**src/rtl/oflow_best_match_selector.sv**
```systemverilog
// rtl/oflow_best_match_selector.sv - best/second-best score tracker with threshold and ambiguity decision
// Consumes one score per candidate, then registers the selected ID and decision flags with a done pulse.
module oflow_best_match_selector #(
  parameter int SCORE_LEN = 32,
  parameter int ID_LEN    = 12,
  parameter int CNT_LEN   = 8
) (
  input  logic                 clk,
  input  logic                 reset_N,
  input  logic                 start,
  input  logic [CNT_LEN-1:0]   num_candidates,
  input  logic                 score_valid,
  input  logic [SCORE_LEN-1:0] score,
  input  logic [ID_LEN-1:0]    score_id,
  input  logic [SCORE_LEN-1:0] threshold,
  input  logic [SCORE_LEN-1:0] margin,
  output logic                 busy,
  output logic                 done,
  output logic [ID_LEN-1:0]    best_id,
  output logic [SCORE_LEN-1:0] best_score,
  output logic [SCORE_LEN-1:0] second_score,
  output logic                 match_found,
  output logic                 ambiguous
);

  typedef enum logic [1:0] {IDLE, COLLECT, DECIDE} state_e;

  state_e                state_q, state_d;
  logic [CNT_LEN-1:0]    n_q, n_d;
  logic [CNT_LEN-1:0]    cnt_q, cnt_d;
  logic [CNT_LEN-1:0]    cnt_inc;
  logic [SCORE_LEN-1:0]  best_acc_q, best_acc_d;
  logic [SCORE_LEN-1:0]  second_acc_q, second_acc_d;
  logic [ID_LEN-1:0]     best_id_acc_q, best_id_acc_d;

  logic                  done_q;
  logic [ID_LEN-1:0]     best_id_q;
  logic [SCORE_LEN-1:0]  best_score_q;
  logic [SCORE_LEN-1:0]  second_score_q;
  logic                  match_q;
  logic                  amb_q;

  logic                  decide;
  logic                  match_d;
  logic                  amb_d;
  logic [SCORE_LEN-1:0]  gap;

  assign cnt_inc = cnt_q + {{(CNT_LEN-1){1'b0}}, 1'b1};

  always_ff @(posedge clk or negedge reset_N) begin
    if (!reset_N) state_q <= IDLE;
    else          state_q <= state_d;
  end

  always_comb begin
    state_d = state_q;
    case (state_q)
      IDLE:    if (start) state_d = (num_candidates == '0) ? DECIDE : COLLECT;
      COLLECT: if (score_valid && (cnt_inc == n_q)) state_d = DECIDE;
      DECIDE:  state_d = IDLE;
      default: state_d = IDLE;
    endcase
  end

  // second_acc >= best_acc always holds, so the gap cannot underflow
  always_comb begin
    busy    = (state_q != IDLE);
    decide  = (state_q == DECIDE);
    gap     = second_acc_q - best_acc_q;
    match_d = (cnt_q != '0) && (best_acc_q <= threshold);
    amb_d   = match_d && (cnt_q > CNT_LEN'(1)) && (gap < margin);
  end

  always_comb begin
    n_d           = n_q;
    cnt_d         = cnt_q;
    best_acc_d    = best_acc_q;
    second_acc_d  = second_acc_q;
    best_id_acc_d = best_id_acc_q;
    if (state_q == IDLE && start) begin
      n_d           = num_candidates;
      cnt_d         = '0;
      best_acc_d    = '1;
      second_acc_d  = '1;
      best_id_acc_d = '0;
    end else if (state_q == COLLECT && score_valid) begin
      cnt_d = cnt_inc;
      // strict compares: on a tie the earlier arrival keeps best
      if (score < best_acc_q) begin
        second_acc_d  = best_acc_q;
        best_acc_d    = score;
        best_id_acc_d = score_id;
      end else if (score < second_acc_q) begin
        second_acc_d = score;
      end
    end
  end

  always_ff @(posedge clk or negedge reset_N) begin
    if (!reset_N) begin
      n_q            <= '0;
      cnt_q          <= '0;
      best_acc_q     <= '1;
      second_acc_q   <= '1;
      best_id_acc_q  <= '0;
      done_q         <= 1'b0;
      best_id_q      <= '0;
      best_score_q   <= '0;
      second_score_q <= '0;
      match_q        <= 1'b0;
      amb_q          <= 1'b0;
    end else begin
      n_q           <= n_d;
      cnt_q         <= cnt_d;
      best_acc_q    <= best_acc_d;
      second_acc_q  <= second_acc_d;
      best_id_acc_q <= best_id_acc_d;
      done_q        <= decide;
      if (decide) begin
        best_id_q      <= best_id_acc_q;
        best_score_q   <= best_acc_q;
        second_score_q <= second_acc_q;
        match_q        <= match_d;
        amb_q          <= amb_d;
      end
    end
  end

  assign done         = done_q;
  assign best_id      = best_id_q;
  assign best_score   = best_score_q;
  assign second_score = second_score_q;
  assign match_found  = match_q;
  assign ambiguous    = amb_q;

endmodule

```
**config.mk**
```make
export PLATFORM = sky130hd
export DESIGN_NAME = oflow_best_match_selector
export DESIGN_NICKNAME = d
export VERILOG_FILES = /design/src/rtl/oflow_best_match_selector.sv
export SDC_FILE = /design/constraint.sdc
export NUM_CORES = 1
export LEC_CHECK = 0
export ABC_AREA = 1
export CORE_MARGIN = 3
export CORE_UTILIZATION = 55
export DETAILED_ROUTE_END_ITERATION = 10
export HOLD_SLACK_MARGIN = 0.08
export PLACE_DENSITY = 0.93
export SYNTH_ARGS = -nofsm -noshare
export SYNTH_HDL_FRONTEND = slang
export SYNTH_SLANG_ARGS = --single-unit
```
**constraint.sdc**
```tcl
create_clock -name clk -period 4.3 [get_ports clk]
set_clock_uncertainty 0.05 [all_clocks]
set_input_delay 0.86 -clock clk [delete_from_list [all_inputs] [get_ports clk]]
set_output_delay 0.86 -clock clk [all_outputs]
set_load 0.02 [all_outputs]
```
==> results.md <==
* DR vias/cell at 5.78
* Synth unique cells at 40
* Fmax at 278 MHz
* Initial antenna violation count at 0
* Post-synth ARST share at 100%
* Top cells by count, synth: 380 x nand2_1, 225 x inv_1, 159 x ha_1
* RSZ-0062 raised after global routing: false
* Synth Register Bits at 173
* Die span in y at 155 um
* Routed WL at 36100 um
* Post-Synthesis Cells at 1605
* Layout area overhead at 23.3%
* Cells along the critical path: inv_1, ha_1, a21oi_1, nand2_1, a21boi_2, o21ai_0, a21o_1, nand2_1, nand3_1, nand2_1, nand2_1, ha_1, nand2_1, o21a_1, o21ai_0, a21oi_1, nand4_1, nand2_1
* Initial core utilization at 56.9%
* Yosys top cell area share at 22.4%
* Top cells by area, synth: dfrtp_1 22%, ha_1 16%, dfstp_2 14%
* DR vias at 12.0k
* Worst-path clk slew at 0.08 ns
* Most used flip-flop cell after synthesis: dfrtp_1
* Longest Clk Path Bufs at 2
* Routability congestion estimate from global placement at 0.977
* H-tree lvl count at 4
* WP data required at 4.58 ns
* Startpoint types: flip-flop
* CP arrival at 3.87 ns
* Warning count from the yosys run at 0
* First-pass GRT wire length at 59000 um
* Drt drc at 0
* Number of inserted diodes at 0
* FF+latch area at 4410 sq um
* IO Port Bufs at 199
* Nets at 2067
* Fin crit period at 3.59 ns
* Congestion Overflow GR at 0
* Core Footprint at 21400 sq um
* CTS Root Cell: clkbuf_16
* Leading area contributor after synthesis: dfrtp_1
* Cell mode on critical path: nand2_1
* Row count at 53
* Crit path capture type: flip-flop
* Leak pwr at 7.79 nW
* Final setup viols at 0
* Setup tns final at 0 ns
* Setup CP Type: reg -> reg
* Clock latency on the worst-skew pair at 0.44 ns
* # fillers at 1670
* Slowest stage delay, CP at 0.55 ns
* CTS tree: yes
* Most frequent cell after synthesis: nand2_1
* Post-synth EDFFs at 0
* Layout cells sized above 1 at 7.00%
* Clk sink count at 173
* GRT Resource Usage Total at 30.1%
* Io pins at 200
* Crit-path max FO at 4
* Crit path max-delay cell type: dfstp_2
* Largest net degree at the start of global routing at 120
* Final Slew Violations at 0
* Syn Nets at 1885
* Final Hold Fails at 0
* Drt first pass iters at 6
* Hold_buf cts at 0
* Mapped cell area at 12200 sq um
* Maxcap violations at 0
* Routed len/inst at 17.4 um
* Final cell count without fillers at 2075
* Seq/Total Area, Yosys at 36.2%
* Post-CTS Repair Setup Buffers at 0
* Least-Margin Pin Slew at 0.988 ns
* Tcrit/Tclk final at 83.5%
* Die area at 24000 sq um
* Status: finished, final reports clean
* Slew headroom at 34.1%
* Hold WC Path Type: in -> async
* HPWL reported at the end of detailed placement at 27600 um
* Antenna Nets Post-Route at 0
* Maximum vdd drop at 0.000684 V
* Vias in the first global route at 12.0k
* Die X at 155 um
* Pwr dens at 830 nW/um^2
* PostCTS Resize Cnt at 0
* Cts bufs inserted at 17
* Multi-input combinational cell area at 6690 sq um
* Dpl cells at 2043
* Post-Syn Area per Cell at 7.60 sq um
* Drt initial violations at 1076
## state kept, by name, indices dropped and copies added (netlist names)
name,cells
state_q,2
ambiguous,1
best_score,32
second_score,32
best_acc_q,32
match_found,1
best_id,12
best_id_acc_q,12
cnt_q,8
done,1
second_acc_q,32
n_q,8
## cell type report
cell class,instances,area share (%)
sequential,173,29.3
clock buffer,17,2.83
timing repair buffer,215,14.1
inverter,228,5.71
multi-input combinational,1152,44.5
tap,275,2.29
clock inverter,15,1.26
## per-layer routing
| metal | up-vias | global-route usage, % | part of all wire [%] |
|---|---|---|---|
| met5 | - | 0 | 0 |
| met4 | 0 | 11.4 | 3.6 |
| met3 | 122 | 5.26 | 8.3 |
| met2 | 607 | 49.1 | 46 |
| met1 | 5578 | 40.3 | 42 |
| li1 | 5679 | - | - |
## cell usage in the layout (no fill, tap or decap), drive strengths merged, types with 2 or more instances in the layout
| cell | n |
|---|---|
| nand4 | 49 |
| o22ai | 17 |
| o21bai | 5 |
| nand2 | 382 |
| a21oi | 133 |
| xor2 | 24 |
| dfrtp | 109 |
| a21boi | 2 |
| o21ai | 126 |
| ha | 159 |
| dfstp | 64 |
| nor3 | 13 |
| a31oi | 7 |
| clkdlybuf4s50 | 198 |
| a211oi | 3 |
| inv | 235 |
| buf | 17 |
| a21o | 4 |
| nor2 | 100 |
| nand3 | 103 |
| nor4 | 5 |
| clkinv | 8 |
| clkbuf | 17 |
| xnor2 | 8 |
| o21a | 4 |
| o211ai | 2 |
## per-stage QoR
stage	area (sq um)	hold slack, ns	worst slack [ns]	utilization [%]	power [mW]
after CTS	15000	0.441	0.736	70.2	12.4
after global routing	15000	0.460	0.414	70.2	13.5
after floorplan	12200	0.385	1.33	-	8.17
after global placement	14400	0.415	0.636	67.3	10.4
final	15000	0.429	0.708	70.2	12.5
after detailed placement	14400	0.422	0.615	67.3	10.7
## cell families (layout without fill, tap and decap cells)
group / after synthesis / after routing / synth area share, %
flops: 173 / 173 / 36.2
xor+xnor: 32 / 32 / 2.30
fa+ha+maj: 160 / 160 / 16.5
buf+inv: 280 / 475 / 9.04
compound gates: 304 / 304 / 13.3
simple gates: 656 / 656 / 22.7
## worst max-delay path, delay by kind of cell (launching register included)
family	cells	cell delay [ns]
AO/OA/AOI/OAI	7	1.47
adder cells (fa/ha/maj)	2	0.67
buffers and inverters	1	0.08
flip-flops	1	0.55
AND/OR/NAND/NOR	8	0.67
## worst paths after layout
path,startpoint,endpoint,slack [ns],cells after the start
worst max-delay path,best_acc_q[2],ambiguous,0.71,18
worst max register to register,best_acc_q[2],ambiguous,0.71,18
min in group clk,second_score[27],second_score[27],0.44,2
max in group asynchronous,reset_N,best_acc_q[20],2.85,2
worst min register to register,second_score[27],second_score[27],0.44,2
worst min-delay path,reset_N,second_score[6],0.43,1
## power breakdown
part	internal (mW)	switching [mW]
clock	0.792	0.799
sequential	2.58	0.532
combinational	2.97	4.81
(Power assumes the default switching activity.)
==> variant, RTL diff (config.mk and constraints unchanged) <==
Take the reset off `n_q` and load it in a clocked block of its own.
--- a/src/rtl/oflow_best_match_selector.sv
+++ b/src/rtl/oflow_best_match_selector.sv
@@ -98,7 +98,6 @@
 
   always_ff @(posedge clk or negedge reset_N) begin
     if (!reset_N) begin
-      n_q            <= '0;
       cnt_q          <= '0;
       best_acc_q     <= '1;
       second_acc_q   <= '1;
@@ -110,7 +109,6 @@
       match_q        <= 1'b0;
       amb_q          <= 1'b0;
     end else begin
-      n_q           <= n_d;
       cnt_q         <= cnt_d;
       best_acc_q    <= best_acc_d;
       second_acc_q  <= second_acc_d;
@@ -126,6 +124,10 @@
     end
   end
 
+  always_ff @(posedge clk) begin
+    n_q <= n_d;
+  end
+
   assign done         = done_q;
   assign best_id      = best_id_q;
   assign best_score   = best_score_q;
Function: no difference found for any inputs over 4 cycles, from zero or initial values and one cycle with reset_N low; that may be too few to reach the edited logic, so the function may still have changed.
==> variant against the unedited design <==
- non-clock buffer count down 3
- total power is 3.8% lower
- area after synthesis rose by 0.71%
- count of clock-buffer cells in the layout is the same
- routed wire length decreased by 1.4%
- worst setup slack worse by 0.016 ns
- final area fell by 0.20%
- sequential cell count stayed put
- critical endpoint unchanged
- largest power group unchanged
- highest routed layer unchanged
==> variant: results (changes against the unedited design) <==
* GP Congestion at 0.961 (-1.6%)
* Worst setup margin at 0.692 ns (-0.0160 ns)
* Starting DRC count in detailed routing at 1,034 (-3.9%)
* Status: completed
* Avg WL per Cell at 17.1 um (-2.0%)
* Metal3 WL at 3.00 mm (-0.17%)
* Compound-cell area share of the yosys netlist at 0.118 (-0.0151)
* R2R cell count at 20 (+2)
* Adder-cell share of the synthesized area at 0.164 (-0.00116)
* Post-synth EDFFs at 8 (+8)
* Synth area leaders: dfrtp_1 21%, ha_1 16%, dfstp_2 14%
* Largest net degree at the start of global routing at 119 (-0.83%)
* WP data arrival at 3.88 ns (about the same)
* Tightest Pin Transition at 0.987 ns (-0.000574 ns)
* Most instantiated cells after synthesis: 363 x nand2_1, 218 x inv_1, 162 x nor2_1, 159 x ha_1, 129 x o21ai_0
* Met1 Use GR at 0.390 (-0.0131)
* WHS Path Cells at 2
* Synthesized Nets at 1,896 (+0.58%)
* DR WL met2 at 16.8 mm (+0.63%)
* Vias in the first global route at 11,700 (-1.9%)
* Layout fillers at 1,710 (+2.4%)
* Avg Cell Area, Syn at 7.60 um^2 (about the same)
* Sequential Area at 4450 um^2 (+0.91%)
* First-pass GRT wire length at 57.7 mm (-2.1%)
* DRT Wirelength at 35.6 mm (-1.4%)
* Worst path top cell family by delay: simple AND/OR/NAND/NOR gates
* Dpl ws at 0.512 ns (-0.102 ns)
* Nets@finish at 2,075 (+0.39%)
* Worst skew pair latency at 0.44 ns (about the same)
* Peak supply drop at 375 uV (-45%)
* Layout cells sized above 1 at 0.0680 (-0.00197)
* Vias per cell at 5.70 (-1.4%)
* Met3 Use GR at 0.0517 (-0.000834)
* Hold Crit Class: reg2reg
* Count of cell types in the netlist at 41 (+2.5%)
* XOR/XNOR Fraction of Synth Area at 0.0235 (+0.000552)
* Post-CTS Setup Inserts at 0 (unchanged)
* Tot GR Track Use at 0.295 (-0.00640)
* Hold slack final at 0.432 ns (+0.00272 ns)
* Sequential share of the synthesized area at 0.362 (+0.000718)
* Placement Cell Area at 14,400 um^2 (+0.18%)
* Synth warnings at 0 (unchanged)
* Primary FF master, synth: dfrtp_1
* Worst Path Max Fanout at 5 (+1)
* CP max stage delay at 0.57 ns (+0.02 ns)
* Detail Placement HPWL at 26.8 mm (-2.8%)
* Post-synth ARST share at 0.954 (-0.0462)
## variant: changes by cell type after synthesis, moves of 4 or more
cell and change:
a21oi_1 -28, buf_4 +5, clkbuf_1 -7, dfrtp_1 -8, edfxtp_1 +8, inv_1 -7
nand2_1 -17, nor2_1 +63, o21ai_0 +5, o22ai_1 -12, xnor2_1 +4
## variant: where the power goes
| part | total [W] | internal (W) | switching, W |
|---|---|---|---|
| Sequential | 0.00306 | 0.00255 | 0.000515 |
| Clock | 0.00150 | 0.000760 | 0.000736 |
| Combinational | 0.00745 | 0.00285 | 0.00460 |
| Total | 0.0120 | 0.00616 | 0.00585 |
## variant: area by class of cell
type | instances | area share
Inverter | 220 | 0.0552
Tap cell | 280 | 0.0233
Sequential cell | 173 | 0.296
Timing Repair Buffer | 212 | 0.139
Clock buffer | 17 | 0.0283
Multi-Input combinational cell | 1171 | 0.448
Clock inverter | 15 | 0.00884
